File: src/rtl/vga_axil_if.sv
`default_nettype none
// ============================================================================
//  Module   : vga_axil_if
//  Brief    : AXI4-Lite signal bundle between the system master and the VGA
//             control/status register block.
//  Revision : 1.0 - initial release
// ============================================================================
interface vga_axil_if #(
  parameter int AXIL_ADDR_W = 32,
  parameter int AXIL_DATA_W = 32
);
  // Write address channel
  logic [AXIL_ADDR_W-1:0]   awaddr;
  logic                     awvalid;
  logic                     awready;
  // Write data channel
  logic [AXIL_DATA_W-1:0]   wdata;
  logic [AXIL_DATA_W/8-1:0] wstrb;
  logic                     wvalid;
  logic                     wready;
  // Write response channel
  logic [1:0]               bresp;
  logic                     bvalid;
  logic                     bready;
  // Read address channel
  logic [AXIL_ADDR_W-1:0]   araddr;
  logic                     arvalid;
  logic                     arready;
  // Read data channel
  logic [AXIL_DATA_W-1:0]   rdata;
  logic [1:0]               rresp;
  logic                     rvalid;
  logic                     rready;

  modport master (
    output awaddr, awvalid, input awready,
    output wdata, wstrb, wvalid, input wready,
    input  bresp, bvalid, output bready,
    output araddr, arvalid, input arready,
    input  rdata, rresp, rvalid, output rready
  );

  modport slave (
    input  awaddr, awvalid, output awready,
    input  wdata, wstrb, wvalid, output wready,
    output bresp, bvalid, input bready,
    input  araddr, arvalid, output arready,
    output rdata, rresp, rvalid, input rready
  );
endinterface
`default_nettype wire

File: src/rtl/vga_axil_regs.sv
`default_nettype none
// ============================================================================
//  Module   : vga_axil_regs
//  Brief    : AXI4-Lite slave holding the VGA controller's control registers
//             (CTRL, BG/FG colour) and sticky frame-done status, plus a
//             read-only ID word.
//  Revision : 1.0 - initial release
// ============================================================================
module vga_axil_regs #(
  parameter int          AXIL_ADDR_W = 32,
  parameter int          AXIL_DATA_W = 32,
  parameter logic [31:0] VGA_ID      = 32'h5647_4101
) (
  input  wire logic        clk,
  input  wire logic        arst,
  vga_axil_if.slave        axil,
  input  wire logic        frame_done_i,
  output logic             enable_o,
  output logic             test_pattern_o,
  output logic [11:0]      bg_color_o,
  output logic [11:0]      fg_color_o
);

  localparam int         c_strb_w     = AXIL_DATA_W / 8;
  localparam logic [2:0] c_idx_ctrl   = 3'd0;
  localparam logic [2:0] c_idx_bg     = 3'd1;
  localparam logic [2:0] c_idx_fg     = 3'd2;
  localparam logic [2:0] c_idx_status = 3'd3;
  localparam logic [2:0] c_idx_id     = 3'd4;
  localparam logic [1:0] c_resp_okay  = 2'b00;
  localparam logic [1:0] c_resp_slverr = 2'b10;
  localparam logic [1:0] c_resp_decerr = 2'b11;

  // --------------------------------------------------------------------------
  // State
  // --------------------------------------------------------------------------
  logic                   r_ready_en;
  logic                   r_aw_held;
  logic [AXIL_ADDR_W-1:0] r_aw_addr;
  logic                   r_w_held;
  logic [AXIL_DATA_W-1:0] r_w_data;
  logic [c_strb_w-1:0]    r_w_strb;
  logic                   r_bvalid;
  logic [1:0]             r_bresp;
  logic                   r_rvalid;
  logic [1:0]             r_rresp;
  logic [AXIL_DATA_W-1:0] r_rdata;
  logic [1:0]             r_ctrl;
  logic [11:0]            r_bg;
  logic [11:0]            r_fg;
  logic                   r_frame_pending;

  // --------------------------------------------------------------------------
  // Combinational
  // --------------------------------------------------------------------------
  logic                   w_awready;
  logic                   w_wready;
  logic                   w_arready;
  logic                   w_aw_hs;
  logic                   w_w_hs;
  logic                   w_ar_hs;
  logic [AXIL_ADDR_W-1:0] w_waddr;
  logic [AXIL_DATA_W-1:0] w_wdata;
  logic [c_strb_w-1:0]    w_wstrb;
  logic                   w_commit;
  logic [2:0]             w_widx;
  logic                   w_wmapped;
  logic                   w_wr_en;
  logic [1:0]             w_bresp_nxt;
  logic [2:0]             w_ridx;
  logic                   w_rmapped;
  logic [AXIL_DATA_W-1:0] w_rd_data;
  logic [1:0]             w_rresp_nxt;
  logic                   w_status_clr;
  logic                   w_unused;

  // Handshake readiness: one outstanding response per channel at a time.
  assign w_awready = r_ready_en && !r_aw_held && !r_bvalid;
  assign w_wready  = r_ready_en && !r_w_held  && !r_bvalid;
  assign w_arready = r_ready_en && !r_rvalid;

  assign w_aw_hs = axil.awvalid && w_awready;
  assign w_w_hs  = axil.wvalid  && w_wready;
  assign w_ar_hs = axil.arvalid && w_arready;

  // Held beats take priority over the live bus; a live beat only fills an
  // empty slot, so the two sources never compete.
  assign w_waddr = r_aw_held ? r_aw_addr : axil.awaddr;
  assign w_wdata = r_w_held  ? r_w_data  : axil.wdata;
  assign w_wstrb = r_w_held  ? r_w_strb  : axil.wstrb;

  assign w_commit = (r_aw_held || w_aw_hs) && (r_w_held || w_w_hs) && !r_bvalid;

  assign w_widx    = w_waddr[4:2];
  assign w_wmapped = (w_waddr[AXIL_ADDR_W-1:5] == '0) && (w_widx <= c_idx_id);
  assign w_wr_en   = w_commit && w_wmapped && (w_widx != c_idx_id);

  assign w_status_clr = w_wr_en && (w_widx == c_idx_status) && w_wstrb[0] && w_wdata[0];

  assign w_ridx    = axil.araddr[4:2];
  assign w_rmapped = (axil.araddr[AXIL_ADDR_W-1:5] == '0) && (w_ridx <= c_idx_id);

  // Bits of the bus that no register implements.
  assign w_unused = ^{w_wdata[AXIL_DATA_W-1:12], w_wstrb[c_strb_w-1:2],
                      w_waddr[1:0], axil.araddr[1:0]};

  // Write response code: unmapped beats DECERR, the read-only ID SLVERR.
  always_comb begin
    w_bresp_nxt = c_resp_okay;
    if (!w_wmapped) begin
      w_bresp_nxt = c_resp_decerr;
    end else if (w_widx == c_idx_id) begin
      w_bresp_nxt = c_resp_slverr;
    end
  end

  // Read data mux; unimplemented bits stay zero.
  always_comb begin
    w_rd_data   = '0;
    w_rresp_nxt = c_resp_okay;
    if (!w_rmapped) begin
      w_rresp_nxt = c_resp_decerr;
    end else begin
      case (w_ridx)
        c_idx_ctrl:   w_rd_data[1:0]  = r_ctrl;
        c_idx_bg:     w_rd_data[11:0] = r_bg;
        c_idx_fg:     w_rd_data[11:0] = r_fg;
        c_idx_status: w_rd_data[0]    = r_frame_pending;
        c_idx_id:     w_rd_data       = AXIL_DATA_W'(VGA_ID);
        default:      w_rd_data       = '0;
      endcase
    end
  end

  // --------------------------------------------------------------------------
  // Sequential
  // --------------------------------------------------------------------------

  // Readies stay low through reset and come up on the first edge after it.
  always_ff @(posedge clk or posedge arst) begin
    if (arst) begin
      r_ready_en <= 1'b0;
    end else begin
      r_ready_en <= 1'b1;
    end
  end

  // One-entry AW and W holding slots, emptied when the write commits.
  always_ff @(posedge clk or posedge arst) begin
    if (arst) begin
      r_aw_held <= 1'b0;
      r_aw_addr <= '0;
      r_w_held  <= 1'b0;
      r_w_data  <= '0;
      r_w_strb  <= '0;
    end else if (w_commit) begin
      r_aw_held <= 1'b0;
      r_w_held  <= 1'b0;
    end else begin
      if (w_aw_hs) begin
        r_aw_held <= 1'b1;
        r_aw_addr <= axil.awaddr;
      end
      if (w_w_hs) begin
        r_w_held <= 1'b1;
        r_w_data <= axil.wdata;
        r_w_strb <= axil.wstrb;
      end
    end
  end

  // Write response: raised by a commit, held until the master takes it.
  always_ff @(posedge clk or posedge arst) begin
    if (arst) begin
      r_bvalid <= 1'b0;
      r_bresp  <= 2'b00;
    end else if (w_commit) begin
      r_bvalid <= 1'b1;
      r_bresp  <= w_bresp_nxt;
    end else if (r_bvalid && axil.bready) begin
      r_bvalid <= 1'b0;
    end
  end

  // Control registers, byte-lane gated by the write strobes.
  always_ff @(posedge clk or posedge arst) begin
    if (arst) begin
      r_ctrl <= 2'b00;
      r_bg   <= 12'h000;
      r_fg   <= 12'h000;
    end else if (w_wr_en) begin
      case (w_widx)
        c_idx_ctrl: begin
          if (w_wstrb[0]) r_ctrl <= w_wdata[1:0];
        end
        c_idx_bg: begin
          if (w_wstrb[0]) r_bg[7:0]  <= w_wdata[7:0];
          if (w_wstrb[1]) r_bg[11:8] <= w_wdata[11:8];
        end
        c_idx_fg: begin
          if (w_wstrb[0]) r_fg[7:0]  <= w_wdata[7:0];
          if (w_wstrb[1]) r_fg[11:8] <= w_wdata[11:8];
        end
        default: begin
        end
      endcase
    end
  end

  // Sticky frame-done flag; a new frame event beats a simultaneous clear.
  always_ff @(posedge clk or posedge arst) begin
    if (arst) begin
      r_frame_pending <= 1'b0;
    end else if (frame_done_i) begin
      r_frame_pending <= 1'b1;
    end else if (w_status_clr) begin
      r_frame_pending <= 1'b0;
    end
  end

  // Read response: data captured at AR handshake, held until taken.
  always_ff @(posedge clk or posedge arst) begin
    if (arst) begin
      r_rvalid <= 1'b0;
      r_rresp  <= 2'b00;
      r_rdata  <= '0;
    end else if (w_ar_hs) begin
      r_rvalid <= 1'b1;
      r_rresp  <= w_rresp_nxt;
      r_rdata  <= w_rd_data;
    end else if (r_rvalid && axil.rready) begin
      r_rvalid <= 1'b0;
    end
  end

  // --------------------------------------------------------------------------
  // Outputs
  // --------------------------------------------------------------------------
  assign axil.awready = w_awready;
  assign axil.wready  = w_wready;
  assign axil.arready = w_arready;
  assign axil.bvalid  = r_bvalid;
  assign axil.bresp   = r_bresp;
  assign axil.rvalid  = r_rvalid;
  assign axil.rresp   = r_rresp;
  assign axil.rdata   = r_rdata;

  assign enable_o       = r_ctrl[0];
  assign test_pattern_o = r_ctrl[1];
  assign bg_color_o     = r_bg;
  assign fg_color_o     = r_fg;

endmodule
`default_nettype wire

File: src/flat_wrapper.sv
// flat-port wrapper written by rule: the top's interface ports become plain ports
module vga_axil_regs_flat 
#(
  parameter int          AXIL_ADDR_W = 32,
  parameter int          AXIL_DATA_W = 32,
  parameter logic [31:0] VGA_ID      = 32'h5647_4101
)
  (clk, arst, frame_done_i, enable_o, test_pattern_o, bg_color_o, fg_color_o, axil_awaddr, axil_awvalid, axil_awready, axil_wdata, axil_wstrb, axil_wvalid, axil_wready, axil_bresp, axil_bvalid, axil_bready, axil_araddr, axil_arvalid, axil_arready, axil_rdata, axil_rresp, axil_rvalid, axil_rready);
  vga_axil_if #(.AXIL_ADDR_W(AXIL_ADDR_W), .AXIL_DATA_W(AXIL_DATA_W)) axil_i ();
  input  wire logic clk;
  input  wire logic arst;
  input  wire logic frame_done_i;
  output logic enable_o;
  output logic test_pattern_o;
  output logic [11:0] bg_color_o;
  output logic [11:0] fg_color_o;
  input wire logic [$bits(axil_i.awaddr)-1:0] axil_awaddr;
  input wire logic [$bits(axil_i.awvalid)-1:0] axil_awvalid;
  output wire logic [$bits(axil_i.awready)-1:0] axil_awready;
  input wire logic [$bits(axil_i.wdata)-1:0] axil_wdata;
  input wire logic [$bits(axil_i.wstrb)-1:0] axil_wstrb;
  input wire logic [$bits(axil_i.wvalid)-1:0] axil_wvalid;
  output wire logic [$bits(axil_i.wready)-1:0] axil_wready;
  output wire logic [$bits(axil_i.bresp)-1:0] axil_bresp;
  output wire logic [$bits(axil_i.bvalid)-1:0] axil_bvalid;
  input wire logic [$bits(axil_i.bready)-1:0] axil_bready;
  input wire logic [$bits(axil_i.araddr)-1:0] axil_araddr;
  input wire logic [$bits(axil_i.arvalid)-1:0] axil_arvalid;
  output wire logic [$bits(axil_i.arready)-1:0] axil_arready;
  output wire logic [$bits(axil_i.rdata)-1:0] axil_rdata;
  output wire logic [$bits(axil_i.rresp)-1:0] axil_rresp;
  output wire logic [$bits(axil_i.rvalid)-1:0] axil_rvalid;
  input wire logic [$bits(axil_i.rready)-1:0] axil_rready;
  assign axil_i.awaddr = axil_awaddr;
  assign axil_i.awvalid = axil_awvalid;
  assign axil_awready = axil_i.awready;
  assign axil_i.wdata = axil_wdata;
  assign axil_i.wstrb = axil_wstrb;
  assign axil_i.wvalid = axil_wvalid;
  assign axil_wready = axil_i.wready;
  assign axil_bresp = axil_i.bresp;
  assign axil_bvalid = axil_i.bvalid;
  assign axil_i.bready = axil_bready;
  assign axil_i.araddr = axil_araddr;
  assign axil_i.arvalid = axil_arvalid;
  assign axil_arready = axil_i.arready;
  assign axil_rdata = axil_i.rdata;
  assign axil_rresp = axil_i.rresp;
  assign axil_rvalid = axil_i.rvalid;
  assign axil_i.rready = axil_rready;
  vga_axil_regs #(.AXIL_ADDR_W(AXIL_ADDR_W), .AXIL_DATA_W(AXIL_DATA_W), .VGA_ID(VGA_ID)) u_core (.clk(clk), .arst(arst), .axil(axil_i), .frame_done_i(frame_done_i), .enable_o(enable_o), .test_pattern_o(test_pattern_o), .bg_color_o(bg_color_o), .fg_color_o(fg_color_o));
endmodule
File: config.mk
export PLATFORM = sky130hd
export DESIGN_NAME = vga_axil_regs_flat
export DESIGN_NICKNAME = d
export VERILOG_FILES = /design/src/rtl/vga_axil_if.sv /design/src/rtl/vga_axil_regs.sv /design/src/flat_wrapper.sv
export SDC_FILE = /design/constraint.sdc
export NUM_CORES = 1
export LEC_CHECK = 0
export CAP_MARGIN = 20
export CORE_MARGIN = 2
export CORE_UTILIZATION = 24
export DETAILED_ROUTE_END_ITERATION = 12
export GPL_TIMING_DRIVEN = 0
export PLACE_DENSITY = 0.6
export SLEW_MARGIN = 10
export SYNTH_ARGS = -nofsm -noshare
export SYNTH_HDL_FRONTEND = slang
export SYNTH_SLANG_ARGS = --single-unit
export TNS_END_PERCENT = 100
File: constraint.sdc
create_clock -name clk -period 3.25 [get_ports clk]
set_input_delay 0.65 -clock clk [delete_from_list [all_inputs] [get_ports clk]]
set_output_delay 0.65 -clock clk [all_outputs]
set_load 0.02 [all_outputs]
==> impl_metrics.tcl, run 1 <==
set metrics [dict create \
    ys_warn_count 0 \
    grt_max_degree 48 \
    cts_tree "done" \
    slew_headroom 0.555 \
    gp_congestion 0.772 \
    grt-ovfl-total 0 \
    dp.cells 707 \
    crit_slowest_cell "a221oi_4" \
    numPortBuffers 137 \
    cts_root_buf "clkbuf_16" \
    drt-wirelength-per-cell_um 16.6 \
    setup_violations 0 \
    synth_cell_types 41 \
    grt_pass1_vias 3276 \
    ant_nets 0 \
    final_max_slew_viol_count 0 \
    fin_worst_skew_ns 0.00684 \
    avgSynthCellArea_sq_um 12.8 \
    die-width_um 138 \
    hpwl_mm 9.50 \
    track_usage 0.127 \
    grt_pass1_wl_mm 18.0 \
    place_area_sq_um 6010 \
    clock_latency_ns 0.34 \
    instances_no_fill 723 \
    synth_top_flop_cell "dfrtp_1" \
    die_y_um 138 \
    rsz0062_at_grt "no" \
    outcome "finished, final reports clean" \
    final_nets 601 \
    ctsLongestPathBuffers 2 \
    ctsResizeCount 0 \
    cap_violations 0 \
    routed_wl_mm 12.0 \
    max_stage_delay_ns 0.45 \
    route.detailed.drc 0 \
    fmax_ghz 0.371 \
    worstPathCellList "clkdlybuf4s50_1 > nor4_1 > nand3_1 > a221oi_4 > nand4_2 > mux2_2" \
    min_period_ns 2.70 \
    final_common_cell "clkdlybuf4s50_1" \
    power_frac_seq 0.442 \
    antenna_found_initial 0 \
    p_leak_nw 2.70 \
    fp-row-count 48 \
    synth_seq_area_share 0.537 \
    synth_edf_count 0 \
    cts.clk_slew.worst_paths_ns 0.07 \
    synthArstFlopShare 1.00 \
    crit_path_start_kind "primary input" \
    netlist_area_sq_um 4290 \
    fin_tns_setup_ns 0 \
    core_sq_um 17400 \
    initial_utilization 0.247 \
    min_period_over_period 0.830 \
    ir_drop_v 0.000224 \
    ios 175 \
    critPathKind "in2reg" \
    htreeDepth 3 \
    layout_common_cells "clkdlybuf4s50_1 (137), dfrtp_1 (92), mux2_2 (83)" \
    postLayoutCellArea_sq_um 6300 \
    hold_viol_final 0 \
    path_buf_inv 1 \
    num_antenna_cells 0 \
    internal_power_mw 2.54 \
    layout-drive-gt1-share 0.269 \
    min_path_type "reg2reg" \
    clock_power_share 0.285 \
    required_ns 3.47 \
    p_per_area_nw_per_um2 571 \
    p_comb_frac 0.273 \
    area_growth_pct 47.0 \
    drt_iter0_drc 134 \
    cp-end-kind "flop" \
    cp.arrival_ns 2.92 \
    die_area_sq_um 19000 \
    dr_total_vias 3222 \
    ys_ff_latch 92 \
    dr.pass1.iters 4 \
    cts_setup_buffers 0 \
    cp_max_fo 8 \
    switching_share 0.295 \
    power.switching_mw 1.06 \
    utilization 0.363 \
    crit_family "simple AND/OR/NAND/NOR gates" \
    cts_hold_buf 0 \
    worstMarginPinSlew_ns 0.661 \
    cts_buffers 9 \
    viasPerCell 4.46 \
    cts.sinks 92 \
    netlist_instances 334 \
]
[cell families after synthesis]
logic type / after synthesis / synth area share
compound gates: 44 / 0.0843
buf+inv: 38 / 0.0546
flops: 92 / 0.537
mux: 87 / 0.227
other cells: 2 / 0.00175
simple gates: 71 / 0.0951
[path summary, 6_finish.rpt]
| check | start | endpoint | slack, ns | cells past startpoint |
|---|---|---|---|---|
| worst max register to register | u_core.r_ready_en | u_core.axil.rdata[11] | 0.86 | 5 |
| worst max-delay path | axil_awaddr[11] | u_core.fg_color_o[0] | 0.55 | 6 |
| max in group asynchronous | arst | u_core.axil.bresp[1] | 1.85 | 3 |
| worst min-delay path | u_core.r_frame_pending | u_core.r_frame_pending | 0.49 | 1 |
| worst min register to register | u_core.r_frame_pending | u_core.r_frame_pending | 0.49 | 1 |
| min in group asynchronous | arst | u_core.axil.rdata[0] | 0.76 | 2 |
[per-stage QoR]
stage | setup WS [ns] | hold WS (ns) | total power, mW
after floorplan | 0.208 | 0.443 | 2.25
after global placement | -1.27 | 0.464 | 2.55
after detailed placement | 0.164 | 0.478 | 2.60
after CTS | 0.535 | 0.494 | 3.65
after global routing | 0.271 | 0.514 | 3.82
final | 0.551 | 0.492 | 3.60
[worst register-to-register path: stages (launching register included)]
cell and delay [ns]:
dfrtp_1 0.50, and2b_1 0.21, nand2_2 0.13, nor4_1 0.63
nor3b_2 0.63, a22o_1 0.23
[layout make-up]
type,count,area [sq um]
Fill cell,1672,11100
Sequential cell,92,2300
Multi-Input combinational cell,214,1790
Timing Repair Buffer,138,1400
Tap cell,225,282
Clock buffer,10,239
Buffer,31,208
Clock inverter,6,55.1
Inverter,7,28.8
[Yosys cell counts (2+ instances only)]
cell type,number,area share
o32ai_1,2,0.0041
nor4b_1,2,0.0041
buf_2,4,0.0047
inv_1,7,0.0061
nand4_1,7,0.010
nand4_2,2,0.0058
nand3_1,4,0.0047
conb_1,2,0.0018
o22a_1,2,0.0041
dfrtp_1,92,0.54
a32o_1,2,0.0047
nor2_1,14,0.012
buf_4,21,0.037
nor2b_1,4,0.0058
mux2_2,83,0.22
nand2b_1,2,0.0029
nor4_1,15,0.022
o22ai_1,2,0.0029
o21ai_0,6,0.0070
mux2i_1,4,0.0093
clkbuf_1,4,0.0035
a21oi_1,4,0.0047
nor3_1,4,0.0047
nand2_1,9,0.0079
a22o_1,20,0.041
[power groups by stage]
stage | Sequential (mW) | Combinational (mW) | Clock [mW]
after global routing | 1.63 | 1.07 | 1.11
after global placement | 1.59 | 0.959 | 0
after floorplan | 1.58 | 0.676 | 0
final | 1.59 | 0.981 | 1.03
after CTS | 1.59 | 0.996 | 1.06
after detailed placement | 1.61 | 0.992 | 0
[registers in the layout, indices dropped and copies added (netlist names)]
| register | flops |
|---|---|
| u_core.axil.bvalid | 1 |
| u_core.r_aw_held | 1 |
| u_core.r_ctrl | 2 |
| u_core.r_w_strb | 2 |
| u_core.axil.rdata | 13 |
| u_core.bg_color_o | 12 |
| u_core.r_ready_en | 1 |
| u_core.axil.rresp | 1 |
| u_core.r_aw_addr | 30 |
| u_core.r_w_held | 1 |
| u_core.axil.rvalid | 1 |
| u_core.axil.bresp | 2 |
| u_core.r_w_data | 12 |
| u_core.r_frame_pending | 1 |
| u_core.fg_color_o | 12 |
[metal layers]
metal	GRT usage	vias to the layer above	share of wire
met4	0.0424	0	0.018
met1	0.163	1598	0.43
li1	-	1529	-
met3	0.0342	17	0.052
met5	0	-	0
met2	0.207	78	0.50
No activity file was read; power rests on OpenSTA's default activity.
==> run 2, diff against run 1 <==
Settings changed: PLACE_DENSITY 0.6 to 0.62.
Clock period 3.25 ns to 2.3 ns, I/O delays scaled along.
==> run 2 against run 1 <==
Clock skew about the same. Register-to-register slack worse by 0.68 ns. Clock power up 54%. Combinational power up 44%. Flip-flop and latch count unchanged. Die area unchanged. Routed wire length down 0.94%. First-iteration DRC count up 13%. Critical path depth up 1. Hold slack worse by 0.074 ns. Core utilization up 0.93 points. Worst setup slack worse by 0.47 ns. Largest cell class unchanged. Largest power group unchanged. Highest routed layer unchanged.
==> impl_metrics.tcl, run 2 (synthesis gave the netlist of run 1 again) <==
set metrics [dict create \
    track_usage 0.128 \
    n_fill_cell 1675 \
    die_area_sq_um 19000 \
    worstMarginPinSlew_ns 0.651 \
    area_growth_pct 50.7 \
    fp-row-count 48 \
    cts_tree "done" \
    crit_family "simple AND/OR/NAND/NOR gates" \
    fin_worst_skew_ns 0.00721 \
    p_per_area_nw_per_um2 813 \
    grt_pass1_vias 3372 \
    cts_buffers 9 \
    path_buf_inv 2 \
    initial_utilization 0.247 \
    slew_headroom 0.565 \
    place_area_sq_um 6020 \
    instances_no_fill 725 \
    cts.sinks 92 \
    cap_violations 0 \
    htreeDepth 3 \
    min_from "axil_awaddr[13]" \
    clock_latency_ns 0.34 \
    ir_drop_v 0.000345 \
    largest_register "u_core.r_aw_addr" \
    postLayoutCellArea_sq_um 6460 \
    cts_root_buf "clkbuf_16" \
    final_common_cell "clkdlybuf4s50_1" \
    seqCellArea_sq_um 2300 \
    multi_input_area_sq_um 1880 \
    max_stage_delay_ns 0.46 \
    dr.pass1.iters 4 \
    ant_nets 0 \
    gp_congestion 0.755 \
    crit_path_start_kind "primary input" \
    critPathKind "in2reg" \
    hpwl_mm 9.39 \
    grt_pass1_wl_mm 18.0 \
    drt_iter0_drc 151 \
    dp.cells 708 \
    cp_max_fo 7 \
    dr_total_vias 3229 \
    die-width_um 138 \
    die_y_um 138 \
    route.detailed.drc 0 \
    largest_reg_flops 30 \
    final_nets 605 \
    layout_common_cells "clkdlybuf4s50_1 (133), dfrtp_1 (92), mux2_2 (81)" \
    layout-drive-gt1-share 0.292 \
    grt_max_degree 36 \
    min_period_ns 2.22 \
    ios 175 \
    crit_slowest_cell "clkdlybuf4s50_1" \
    setup_violations 0 \
    r2r-start "u_core.r_aw_held" \
    cp_num_cells 7 \
    grt-ovfl-total 0 \
    fmax_ghz 0.450 \
    min_period_over_period 0.966 \
    min_path_type "in2reg" \
    antenna_found_initial 0 \
    core_sq_um 17400 \
    numPortBuffers 137 \
    viasPerCell 4.45 \
    cts_hold_buf 0 \
    holdPathStages 2 \
    cp-startpoint "axil_awaddr[20]" \
    hold_viol_final 0 \
    outcome "finished, final reports clean" \
    p_leak_nw 2.79 \
    cp-end-kind "flop" \
    rr_worst_depth 7 \
    cp.arrival_ns 2.45 \
    required_ns 2.53 \
    worstPathCellList "clkdlybuf4s50_1 > nor4_4 > nand2_2 > a221oi_4 > buf_6 > nand4_1 > mux2_4" \
    routed_wl_mm 11.9 \
    num_antenna_cells 0 \
    ctsLongestPathBuffers 2 \
    cts.clk_slew.worst_paths_ns 0.07 \
    final_max_slew_viol_count 0 \
    drt-wirelength-per-cell_um 16.4 \
]
## run 2: cell types whose count changed in the layout (fill, tap and decap cells not counted), sizes merged
cell and delta:
clkdlybuf4s50 -4, bufinv +2, dlymetal6s2s +1, clkinvlp -1, inv -3, buf +4, dlygate4sd2 +3
## run 2: per-stage QoR
step | TNS, ns | hold WS, ns | worst slack [ns] | total power [mW] | utilization
after floorplan | 0 | 0.443 | 0.273 | 3.18 | -
final | 0 | 0.418 | 0.0781 | 5.25 | 0.372
after global routing | -0.00823 | 0.432 | -0.00823 | 5.55 | 0.372
after CTS | 0 | 0.495 | 0.00860 | 5.30 | 0.368
after detailed placement | -25.72 | 0.480 | -0.624 | 3.68 | 0.347
after global placement | -46.74 | 0.465 | -0.663 | 3.59 | 0.345
## run 2: worst paths after layout
path	to	slack, ns
max in group asynchronous	u_core.r_w_data[5]	0.92
max reg2reg	u_core.fg_color_o[10]	0.18
min in group asynchronous	u_core.r_aw_addr[19]	0.57
min reg2reg	u_core.r_frame_pending	0.48
max	u_core.fg_color_o[10]	0.08
min	u_core.r_aw_addr[13]	0.42
## run 2: layout make-up
type	instances	area share
multi-input combinational	214	0.291
timing repair buffer	142	0.224
tap	225	0.0436
clock buffer	10	0.0370
sequential	92	0.356
buffer	31	0.0325
inverter	7	0.00465
clock inverter	4	0.0114
## run 2: timing repair
action                     4_1_cts  5_1_grt
pin swaps                        3        6
buffers inserted                 1        2
setup endpoints to repair       35       33
resized for setup               10       13
## run 2: report_power, final
group          total, mW  switching [mW]  internal (mW)
Clock               1.59           0.615          0.972
Combinational       1.41           0.641          0.769
Sequential          2.26           0.220           2.04
Total               5.25            1.48           3.78
## run 2: routing by layer
metal | vias up | part of all wire | global-route usage
li1 | 1532 | - | -
met1 | 1595 | 0.41 | 0.154
met2 | 82 | 0.53 | 0.221
met3 | 20 | 0.037 | 0.0210
met4 | 0 | 0.026 | 0.0647
met5 | - | 0 | 0
==> run 3, diff against run 2 <==
Settings changed: CORE_UTILIZATION 24 to 30, PLACE_DENSITY 0.62 to 0.72, TNS_END_PERCENT 100 to default.
==> run 3 against run 2 <==
First-iteration DRC count fell by 32%. Non-clock buffer count rose by 1. Register-to-register slack got worse by 0.02 ns. Worst setup slack barely moved. Sequential share of layout area rose by 0.090 points. Combinational power barely moved. Maximum frequency barely moved. Critical path depth did not move.
==> impl_metrics.tcl, run 3 (synthesis gave the netlist of run 1 again) <==
set metrics [dict create \
    numPortBuffers 137 \
    cts.sinks 92 \
    ant_nets 0 \
    required_ns 2.52 \
    dr_wl_met3_um 813 \
    crit_path_start_kind "primary input" \
    seqCellArea_sq_um 2300 \
    die-width_um 124 \
    route.detailed.drc 0 \
    setup_violations 0 \
    core_sq_um 13900 \
    place_area_sq_um 5970 \
    outcome "finished, final reports clean" \
    fp-row-count 43 \
    grt_pass1_wl_mm 17.6 \
    cts.clk_slew.worst_paths_ns 0.06 \
    initial_utilization 0.308 \
    die_area_sq_um 15300 \
    cts_buffers 9 \
    routed_wl_mm 11.5 \
    p_comb_frac 0.264 \
    final_nets 606 \
    fin_worst_skew_ns 0.00804 \
    switching_share 0.287 \
    grt_pass1_vias 3380 \
    fmax_ghz 0.450 \
    drt-wirelength-per-cell_um 16.8 \
    setup_ws_ns 0.0776 \
    drt_iter0_drc 102 \
    pre_cts_slack_ns -0.692 \
    slew_headroom 0.643 \
    power.switching_mw 1.52 \
    power_frac_seq 0.428 \
    hpwl_mm 8.97 \
    gp_congestion 0.809 \
    hold_viol_final 0 \
    clock_latency_ns 0.34 \
    ctsLongestPathBuffers 2 \
    dr.pass1.iters 4 \
    htreeDepth 3 \
    p_per_area_nw_per_um2 821 \
    wl_met1_mm 4.77 \
    die_y_um 124 \
    critPathKind "in2reg" \
    cp-end-kind "flop" \
    worstMarginPinSlew_ns 0.533 \
    num_antenna_cells 0 \
    cp.arrival_ns 2.45 \
    cts_root_buf "clkbuf_16" \
    multi_input_area_sq_um 1870 \
    cap_violations 0 \
    n_fill_cell 1223 \
    clock_power_share 0.308 \
    min_period_ns 2.22 \
    largest_reg_flops 30 \
    cts_tree "done" \
    dr_wl_met2_mm 5.63 \
    dp.cells 663 \
    p_leak_nw 2.84 \
    track_usage 0.154 \
    rsz0062_at_grt "no" \
    grt-ovfl-total 0 \
    instances_no_fill 683 \
    cp_max_fo 7 \
    antenna_found_initial 0 \
    ir_drop_v 0.000429 \
    layout-drive-gt1-share 0.294 \
    area_growth_pct 50.4 \
    largest_register "u_core.r_aw_addr" \
    highest_layer "met4" \
    layout_common_cells "clkdlybuf4s50_1 (129), dfrtp_1 (92), mux2_2 (81)" \
    dr_total_vias 3245 \
    final_common_cell "clkdlybuf4s50_1" \
    grt_max_degree 40 \
    postLayoutCellArea_sq_um 6450 \
    final_max_slew_viol_count 0 \
    ios 175 \
    cts_hold_buf 0 \
    viasPerCell 4.75 \
    min_path_type "in2reg" \
    internal_power_mw 3.77 \
    min_period_over_period 0.966 \
]
==> run 3: changes by cell type in the layout (fill, tap and decap cells not counted), sizes merged <==
cell	before	now
clkdlybuf4s50	133	129
buf	32	33
inv	7	9
clkbuf	14	13
dlygate4sd2	3	2
dlymetal6s2s	1	6
clkinvlp	1	2
==> run 3: cell type report <==
| cell class | count | share of cell area |
|---|---|---|
| sequential | 92 | 0.357 |
| multi-input combinational | 214 | 0.290 |
| timing repair buffer | 143 | 0.229 |
| clock buffer | 9 | 0.0349 |
| tap | 180 | 0.0349 |
| buffer | 31 | 0.0326 |
| clock inverter | 7 | 0.0163 |
| inverter | 7 | 0.00466 |
==> run 3: path summary, 6_finish.rpt <==
check                                        from                     end  depth (start not counted)  slack [ns]
min in group asynchronous                    arst    u_core.r_aw_addr[13]                          2        0.48
setup / recovery                  axil_awaddr[10]    u_core.fg_color_o[8]                          7        0.08
max in group asynchronous                    arst   u_core.fg_color_o[10]                          4        1.02
hold reg to reg            u_core.r_frame_pending  u_core.r_frame_pending                          1        0.48
hold / removal                    axil_awaddr[30]    u_core.r_aw_addr[30]                          2        0.46
setup reg to reg                 u_core.r_aw_held    u_core.fg_color_o[8]                          7        0.16
==> run 3: power groups by stage <==
stage | combinational (mW) | sequential (mW) | clock (mW)
after CTS | 1.40 | 2.25 | 1.66
after global routing | 1.54 | 2.31 | 1.73
after floorplan | 0.956 | 2.23 | 0
after global placement | 1.33 | 2.24 | 0
after detailed placement | 1.39 | 2.28 | 0
final | 1.40 | 2.26 | 1.63
==> run 3: critical path, cell delays in order <==
cell             delay (ns)
clkdlybuf4s50_1        0.44
nor4_1                 0.30
nand3_1                0.16
a221oi_4               0.32
buf_12                 0.16
nand4_1                0.22
mux2_4                 0.37
==> run 3: repair_timing <==
action | 4_1_cts | 5_1_grt
endpoints found under the hold margin | 0 | 0
endpoints found under the setup margin | 37 | 35
pin swaps | 1 | 5
buffers inserted | 1 | 3
resized for setup | 8 | 17
==> run 3: metrics by stage <==
step	power (mW)	hold slack (ns)	utilization	setup TNS, ns
after floorplan	3.18	0.443	-	0
after global placement	3.57	0.459	0.425	-37.62
after detailed placement	3.67	0.465	0.428	-25.38
after CTS	5.32	0.480	0.456	0
after global routing	5.58	0.478	0.463	0
final	5.29	0.460	0.463	0
==> run 3: per-layer routing <==
metal  vias to the layer above  GRT usage
met5                         -          0
met4                         0     0.0632
met3                        19     0.0360
met2                       110      0.263
met1                      1578      0.187
li1                       1538          -
